--- src/rtl/uart.sv ---
// Full-duplex 8N1 UART: byte-wide host side, serial TX/RX pins, 16x oversampled receiver.
// Baud ticks (txen, rxen) are exposed for debug; TX2/LEDR mirror the line and received byte.
module uart #(
    parameter int CLK_FREQ = 50000000,
    parameter int BAUD     = 115200,
    parameter int TX_DIV   = CLK_FREQ / BAUD,
    parameter int RX_DIV   = CLK_FREQ / (16 * BAUD)
) (
    input  logic       CLK,
    input  logic       RST_N,
    input  logic [7:0] DATA_IN,
    input  logic       WR_EN,
    output logic       TX,
    output logic       TX_BUSY,
    input  logic       RX,
    output logic       READY,
    input  logic       READY_CLR,
    output logic [7:0] DATA_OUT,
    output logic [7:0] LEDR,
    output logic       TX2,
    output logic       rxen,
    output logic       txen
);
    localparam int TXW = $clog2(TX_DIV + 1);
    localparam int RXW = $clog2(RX_DIV + 1);
    localparam logic [TXW-1:0] TX_LAST = TXW'(TX_DIV - 1);
    localparam logic [RXW-1:0] RX_LAST = RXW'(RX_DIV - 1);

    typedef enum logic [1:0] {IDLE, START, DATA, STOP} state_t;

    state_t         tx_state;
    logic [TXW-1:0] tx_cnt;
    logic [7:0]     tx_shift;
    logic [2:0]     tx_idx;
    logic           tx_q;
    logic           busy_q;

    state_t         rx_state;
    logic [RXW-1:0] rx_cnt;
    logic           rx_meta;
    logic           rx_sync;
    logic [3:0]     rx_sample;
    logic [2:0]     rx_idx;
    logic [7:0]     rx_byte;
    logic [7:0]     data_q;
    logic           ready_q;

    // Handshake: WR_EN is taken only while TX_BUSY=0; READY stays high until READY_CLR.
    assign rxen = (rx_cnt == RX_LAST);
    assign txen = (tx_state != IDLE) && (tx_cnt == TX_LAST);

    always_ff @(posedge CLK) begin
        if (!RST_N || rxen) rx_cnt <= '0;
        else                rx_cnt <= rx_cnt + 1'b1;
    end

    // Held at zero while idle so the start bit gets a full TX_DIV period.
    always_ff @(posedge CLK) begin
        if (!RST_N || tx_state == IDLE || txen) tx_cnt <= '0;
        else                                    tx_cnt <= tx_cnt + 1'b1;
    end

    always_ff @(posedge CLK) begin
        if (!RST_N) begin
            tx_state <= IDLE;
            tx_shift <= '0;
            tx_idx   <= '0;
            tx_q     <= 1'b1;
            busy_q   <= 1'b0;
        end else begin
            case (tx_state)
                IDLE: if (WR_EN) begin
                    tx_shift <= DATA_IN;
                    tx_q     <= 1'b0;
                    busy_q   <= 1'b1;
                    tx_state <= START;
                end
                START: if (txen) begin
                    tx_idx   <= '0;
                    tx_q     <= tx_shift[0];
                    tx_state <= DATA;
                end
                DATA: if (txen) begin
                    if (tx_idx == 3'd7) begin
                        tx_q     <= 1'b1;
                        tx_state <= STOP;
                    end else begin
                        tx_idx <= tx_idx + 3'd1;
                        tx_q   <= tx_shift[tx_idx + 3'd1];
                    end
                end
                STOP: if (txen) begin
                    busy_q   <= 1'b0;
                    tx_state <= IDLE;
                end
                default: tx_state <= IDLE;
            endcase
        end
    end

    always_ff @(posedge CLK) begin
        if (!RST_N) begin
            rx_meta <= 1'b1;
            rx_sync <= 1'b1;
        end else begin
            rx_meta <= RX;
            rx_sync <= rx_meta;
        end
    end

    always_ff @(posedge CLK) begin
        if (!RST_N) begin
            rx_state  <= IDLE;
            rx_sample <= '0;
            rx_idx    <= '0;
            rx_byte   <= '0;
            data_q    <= '0;
            ready_q   <= 1'b0;
        end else begin
            if (READY_CLR) ready_q <= 1'b0;
            if (rxen) begin
                case (rx_state)
                    IDLE: if (!rx_sync) begin
                        rx_sample <= '0;
                        rx_state  <= START;
                    end
                    START: begin
                        if (rx_sync) begin
                            rx_state <= IDLE;
                        end else if (rx_sample == 4'd7) begin
                            rx_sample <= '0;
                            rx_idx    <= '0;
                            rx_state  <= DATA;
                        end else begin
                            rx_sample <= rx_sample + 4'd1;
                        end
                    end
                    DATA: begin
                        rx_sample <= rx_sample + 4'd1;
                        if (rx_sample == 4'd15) begin
                            rx_byte[rx_idx] <= rx_sync;
                            if (rx_idx == 3'd7) rx_state <= STOP;
                            else                rx_idx   <= rx_idx + 3'd1;
                        end
                    end
                    STOP: begin
                        rx_sample <= rx_sample + 4'd1;
                        if (rx_sample == 4'd15) begin
                            // Placed after the clear above so a completing byte wins.
                            if (rx_sync) begin
                                data_q  <= rx_byte;
                                ready_q <= 1'b1;
                            end
                            rx_state <= IDLE;
                        end
                    end
                    default: rx_state <= IDLE;
                endcase
            end
        end
    end

    assign TX       = tx_q;
    assign TX2      = tx_q;
    assign TX_BUSY  = busy_q;
    assign READY    = ready_q;
    assign DATA_OUT = data_q;
    assign LEDR     = data_q;
endmodule

--- config.mk ---
export PLATFORM = sky130hd
export DESIGN_NAME = uart
export DESIGN_NICKNAME = d
export VERILOG_FILES = /design/src/rtl/uart.sv
export SDC_FILE = /design/constraint.sdc
export NUM_CORES = 1
export LEC_CHECK = 0
export ABC_AREA = 1
export CORE_ASPECT_RATIO = 0.7
export CORE_MARGIN = 2
export CORE_UTILIZATION = 45
export CTS_BUF_LIST = sky130_fd_sc_hd__clkbuf_8
export CTS_CLUSTER_DIAMETER = 80
export CTS_CLUSTER_SIZE = 8
export DETAILED_ROUTE_END_ITERATION = 8
export GPL_ROUTABILITY_DRIVEN = 0
export PLACE_DENSITY_LB_ADDON = 0.3
export SLEW_MARGIN = 20
export SYNTH_ARGS = -nofsm -noshare
export SYNTH_HDL_FRONTEND = slang
export SYNTH_SLANG_ARGS = --single-unit
export TNS_END_PERCENT = 20
--- constraint.sdc ---
create_clock -name CLK -period 1.6 [get_ports CLK]
set_input_delay 0.32 -clock CLK [delete_from_list [all_inputs] [get_ports CLK]]
set_output_delay 0.32 -clock CLK [all_outputs]
set_load 0.02 [all_outputs]
# After elaboration in Yosys (flattened, before gate mapping)
# Index checks and enable logic that the tools add are counted.
# totals
wordCells	117
register_bits	57
inputBits	13
out_inout_bits	22
# classes
mux	44
n_lt_le_gt_ge	3
n_reduce_logical	24
n_addsub	5
n_eq_ne	26
# ops
cell	count
2-bit != test (second input constant)	13
2-bit 2-to-1 mux	11
3-bit 2-to-1 mux	7
2-bit one-hot mux with 4 select lines	2
1-bit 2-to-1 mux	13
4-bit 2-to-1 mux	3
3-bit one-hot mux with 2 select lines	2
4-bit one-hot mux with 3 select lines	1
4-bit AND reduction	3
6-bit AND reduction	2
9-bit by 1-bit adder with 9-bit output (second input constant)	1
9-bit == test (second input constant)	1
3-bit AND reduction	3
8-bit bitwise mux	1
2-bit == test (second input constant)	4
3-bit by 4-bit less-than comparator with 1-bit output (second input constant)	2
2-bit nonzero test	4
3-bit by 1-bit adder with 3-bit output (second input constant)	2
3-bit == test (second input constant)	2
5-bit by 1-bit adder with 5-bit output (second input constant)	1
5-bit == test (second input constant)	1
5-bit AND reduction	1
4-bit by 1-bit adder with 4-bit output (second input constant)	1
2-bit by 1-bit == test with 1-bit output (second input constant)	2
other kinds (15)	19

# Longest topological paths before layout
# Gate-level depths: netlist of run 1.
# depth
word_depth	6
mapped_depth	12

# Least setup slack after synthesis of run 1
# Ideal clock, no wire load.
# synth_path
kind	register to output
from	reg tx_state[0]
to	out txen
n_path_buf	0
stages_incl_launch_ff	4
required_ps	1280
setup_slack_ps	-133
t_arrival_ps	1413
path_cell_list	dfxtp_1 > inv_1 > ha_1 > nor4_1
# synth_between
elab_chain_len	2
# synth_rtl
element	line	rtl
start, declared	31	state_t tx_state;
start signal, assigned	65	tx_state <= IDLE;
start signal, assigned	76	tx_state <= START;
start signal, assigned	81	tx_state <= DATA;
2-bit nonzero test	50	assign txen = (tx_state != IDLE) && (tx_cnt == TX_LAST);
1-bit logical AND	50	
end, declared	22	output logic txen
# Every way passes these cells.

# Worst setup path after layout of run 1
# layout_path
from	reg tx_state[1]
to	out txen
# Same word-level chain as after synthesis.

==> impl_summary.md, run 1 <==
Synthesis
The area fraction in compound gates after synthesis is 0.127. Synthesis produced 382 cells. The number of synthesized flops with an enable pin is 0.

The mean instance size in the synthesized netlist is 7.35 sq um. After synthesis, the most frequently instantiated cells are sky130_fd_sc_hd__nand2_1 (62), sky130_fd_sc_hd__dfxtp_1 (57), sky130_fd_sc_hd__nor2_1 (55), sky130_fd_sc_hd__inv_1 (41), sky130_fd_sc_hd__a21oi_1 (33). For this run, the register share of the synthesized area comes to 0.406. The area share of the largest cell type after synthesis is 0.406.

The post-synthesis share of cell area spent on and, or, nand and nor gates is 0.294. In the post-synthesis netlist, the cell with the most instances is sky130_fd_sc_hd__nand2_1. During synthesis, Yosys emitted a total of 0 warnings. The largest family of logic cells by synthesized area is simple AND/OR/NAND/NOR gates.

The leading register cell type out of synthesis is sky130_fd_sc_hd__dfxtp_1. Summing every instance area after synthesis gives 2810 sq um. The net count after synthesis is 409. The portion of synthesized area spent on multiplexers is 0.

The share of the synthesized netlist area taken by xor and xnor gates is 0.00935. The cell taking the most area after synthesis is sky130_fd_sc_hd__dfxtp_1. The count of distinct cell types in the synthesized netlist is 34.

Of all flip-flops after synthesis, the portion carrying an async set or reset was 0. The synthesized-area fraction occupied by adder cells is 0.0624. Sorting the synthesized cells by area gives the leading types as sky130_fd_sc_hd__dfxtp_1 (41%), sky130_fd_sc_hd__nand2_1 (8.3%), sky130_fd_sc_hd__nor2_1 (7.3%), sky130_fd_sc_hd__ha_1 (6.2%), sky130_fd_sc_hd__a21oi_1 (5.9%). Synthesis inferred 57 register bits.

Global routing
The met2 track demand over resource is 0.291. The global routing stage identified its most utilized layer as met2. The maximum number of pins on one net before global-route repair is 17. The met1 usage is 0.233.

The number of global-route vias before repair is 2408. For this run the aggregate overflow at the end of global routing stands at 0. The number of antenna violations at the first check in global routing is 0. In the global route stage, met3 resource usage came out at 0.0791. The combined global-route utilization of all metal layers is 0.185. The global-route wire length before repair is 10.4 mm.

Drt
The detailed router placed 2588 vias in this run. The number of detailed-route iterations in the first pass is 4. The detailed-route wire length per cell is ~11 um.

In this run the remaining antenna-violating nets after routing total 0. For this block, the initial DRC count from the detailed router was 135. After detailed routing, the number of vias per cell comes to about 4.9. The residual DRC count is 0. The routed wire length is 6.02 mm.

Status
The final reports fail on negative setup slack. The run finished, with violations left.

Floorplanning
The I/O pin count is 35. From left edge to right edge, the die measures 98.4 um. In this run the standard cell core region covers 6130 sq um.

The number of core rows is 24. The floorplan step defined a die boundary enclosing 6900 sq um. For this configuration, the core starts out at a cell density of 0.459.

Measured along the y axis, the die boundary spans 70.1 um.

STA
Measured against its own limit, the worst slew margin works out to 0.746. The final max-slew violation count is 0. Setup repair after global routing could not meet its margin everywhere. Across all setup checks in the final design, the least slack found is -70.1 ps.

At the pin with the least slew margin, the transition time is about 380 ps. The worst hold slack across all endpoints is ~410 ps. The final count of negative-setup-slack endpoints is 1.

The maximum achievable frequency is about 0.60 GHz. After routing, the total negative slack on setup checks comes to -70.1 ps. The total count of hold-check failures in the final report came to 0. Dividing the final minimum period by the clock period gives 1.04.

The smallest clock period supported by the final layout is computed as 1670 ps. The worst setup skew after layout is 8.72 ps.

Worst setup path
Setup slack on the worst reg-to-reg path comes out at 80 ps. By startpoint and endpoint, the worst setup path is classified as flip-flop to output pin. STA classifies the critical path endpoint as an output pin. The critical path goes through inv_1, ha_2, nor4_2, buf_2. On the worst path, the slowest cell contributes a delay of ~330 ps. The kind of start point of the critical path is a flip-flop. Of all nets on the critical path, the largest fanout is 2. Data on the critical path is required at its endpoint by about 1300 ps. The arrival time reported for the critical path endpoint is ~1400 ps. The cell with the largest stage delay on the worst path is sky130_fd_sc_hd__dfxtp_1.

Power and ir drop
The fraction of power spent switching nets is 0.309. The static leakage is 1.58 nW. The logic gate share of total power is 0.240. Dividing total power by cell area gives a power density of 1050 nW/um^2. The switching power is ~1.2 mW. VDD sags by at most roughly 0.52 mV. The portion of total power attributed to sequential cells is 0.417.

The internal power consumption is 2.68 mW. Of the total power, the clock network draws 0.343.

Placement
The count of port buffers added during placement is 34. The wire-length estimate of the detail-placed layout is 4.34 mm. The worst slack after detailed placement is -216 ps.

CTS
The clock latency of the later-clocked register in the worst-skew pair is 340 ps. The clock slew seen by the registers of the worst setup and hold paths is roughly 60 ps. The maximum clock insertion buffer count is 2. CTS saw 57 sinks. The number of CTS-inserted buffers is 9. The cell sitting at the root of the clock tree is a sky130_fd_sc_hd__clkbuf_8. The clock tree synthesis step divided the H-tree into 3 levels. The TritonCTS clock tree is built.

Layout
Fill cells in the final layout number between 500 and 600. The count of inserted antenna diode cells is 0. The share of post-route cells with drive strength above 1 is 0.228.

At the end of the flow, the number of nets in the layout was 474. Relative to the synthesized area, the layout overhead comes to 31.4%.

Min path
The worst hold path belongs to the class flip-flop to flip-flop.

Run
Across the run, the number of max-cap violations was 0.
[per-stage QoR]
| stage | std cells | util | instance area (sq um) | power (mW) |
|---|---|---|---|---|
| 2_1_floorplan | 382 | - | 2820 | 2.23 |
| 3_3_place_gp | 510 | 0.554 | 3390 | 2.53 |
| 3_5_place_dp | 510 | 0.554 | 3390 | 2.56 |
| 4_1_cts | 528 | 0.587 | 3590 | 3.88 |
| 5_1_grt | 530 | 0.603 | 3690 | 4.12 |
| 6_report | 530 | 0.603 | 3690 | 3.87 |
[path summary, 6_finish.rpt]
kind                            start                     end  cells past startpoint
max          tx_state[1]$_SDFFE_PN0P_                    txen                      4
min                rx_meta$_SDFF_PN1_      rx_sync$_SDFF_PN1_                      1
max reg2reg    rx_idx[0]$_SDFFE_PN0P_  rx_idx[2]$_SDFFE_PN0P_                      8
min reg2reg        rx_meta$_SDFF_PN1_      rx_sync$_SDFF_PN1_                      1
[layout by cell type, fill, tap and decap left out, types with 12 or more instances in the layout]
master / count
sky130_fd_sc_hd__nand3_1: 20
sky130_fd_sc_hd__nor2_1: 51
sky130_fd_sc_hd__inv_1: 41
sky130_fd_sc_hd__dlygate4sd2_1: 19
sky130_fd_sc_hd__nand2_1: 61
sky130_fd_sc_hd__a21oi_1: 32
sky130_fd_sc_hd__clkdlybuf4s50_1: 12
sky130_fd_sc_hd__buf_4: 34
sky130_fd_sc_hd__dfxtp_1: 51
sky130_fd_sc_hd__o21ai_0: 23
[per-layer routing]
| metal | up-vias | routed length [um] |
|---|---|---|
| li1 | 1358 | - |
| met1 | 1177 | 2900 |
| met2 | 43 | 2690 |
| met3 | 10 | 352 |
| met4 | 0 | 73 |
| met5 | - | 0 |
[worst max-delay path: cells and delay by family (launching register included)]
family / cells / cell delay (ps)
DFF: 1 / 330
buffers and inverters: 2 / 260
and+or+nand+nor: 1 / 250
adders and majority gates: 1 / 180
[timing repair]
| item | in CTS | in global routing |
|---|---|---|
| buffers inserted | 1 | 2 |
| gates resized for setup | 33 | 25 |
| pin swaps | 1 | 8 |
| setup endpoints to repair | 25 | 34 |
| hold buffers | 0 | 0 |
| gates cloned | 1 | 0 |
[power by group through the flow]
stage | Combinational [mW] | Sequential [mW] | Clock, mW
after floorplan | 0.565 | 1.67 | 0
after global placement | 0.892 | 1.64 | 0
after detailed placement | 0.916 | 1.64 | 0
after CTS | 0.909 | 1.61 | 1.35
after global routing | 1.06 | 1.63 | 1.44
final | 0.931 | 1.61 | 1.33
[kinds of logic (layout without fill, tap and decap cells)]
| logic type | Yosys count | count (layout) |
|---|---|---|
| buffers and inverters | 65 | 134 |
| AO/OA/AOI/OAI | 66 | 66 |
| adder cells (fa/ha/maj) | 14 | 14 |
| AND/OR/NAND/NOR | 177 | 178 |
| flip-flops | 57 | 57 |
| XOR/XNOR | 3 | 3 |
[flip-flops by register name (all words and copies together), names as in the netlist, named ones only]
signal,count
TX_BUSY,1
rx_idx,3
rx_meta,1
tx_idx,3
DATA_OUT,8
tx_shift,8
READY,1
rx_cnt,5
rx_state,1
rx_sync,1
tx_cnt,9
rx_byte,8
rx_sample,4
tx_state,2
TX,1
[layout make-up]
class,count,area (sq um),area share
Tap cell,78,97.6,0.0264
Inverter,49,186,0.0505
Timing Repair Buffer,69,576,0.156
Multi-Input combinational cell,261,1490,0.403
Sequential cell,57,1150,0.311
Clock buffer,10,138,0.0373
Clock inverter,6,58.8,0.0159
Power figures use the tool's default switching activity.
==> run 2: changes to the inputs <==
--- a/config.mk
+++ b/config.mk
@@ -14,6 +14,7 @@
 export CTS_CLUSTER_SIZE = 8
 export DETAILED_ROUTE_END_ITERATION = 8
 export GPL_ROUTABILITY_DRIVEN = 0
+export HOLD_SLACK_MARGIN = 0.08
 export PLACE_DENSITY_LB_ADDON = 0.3
 export SLEW_MARGIN = 20
 export SYNTH_ARGS = -nofsm -noshare
==> results of run 2 <==
Final layout, timing and power as in run 1 (identical DEF).
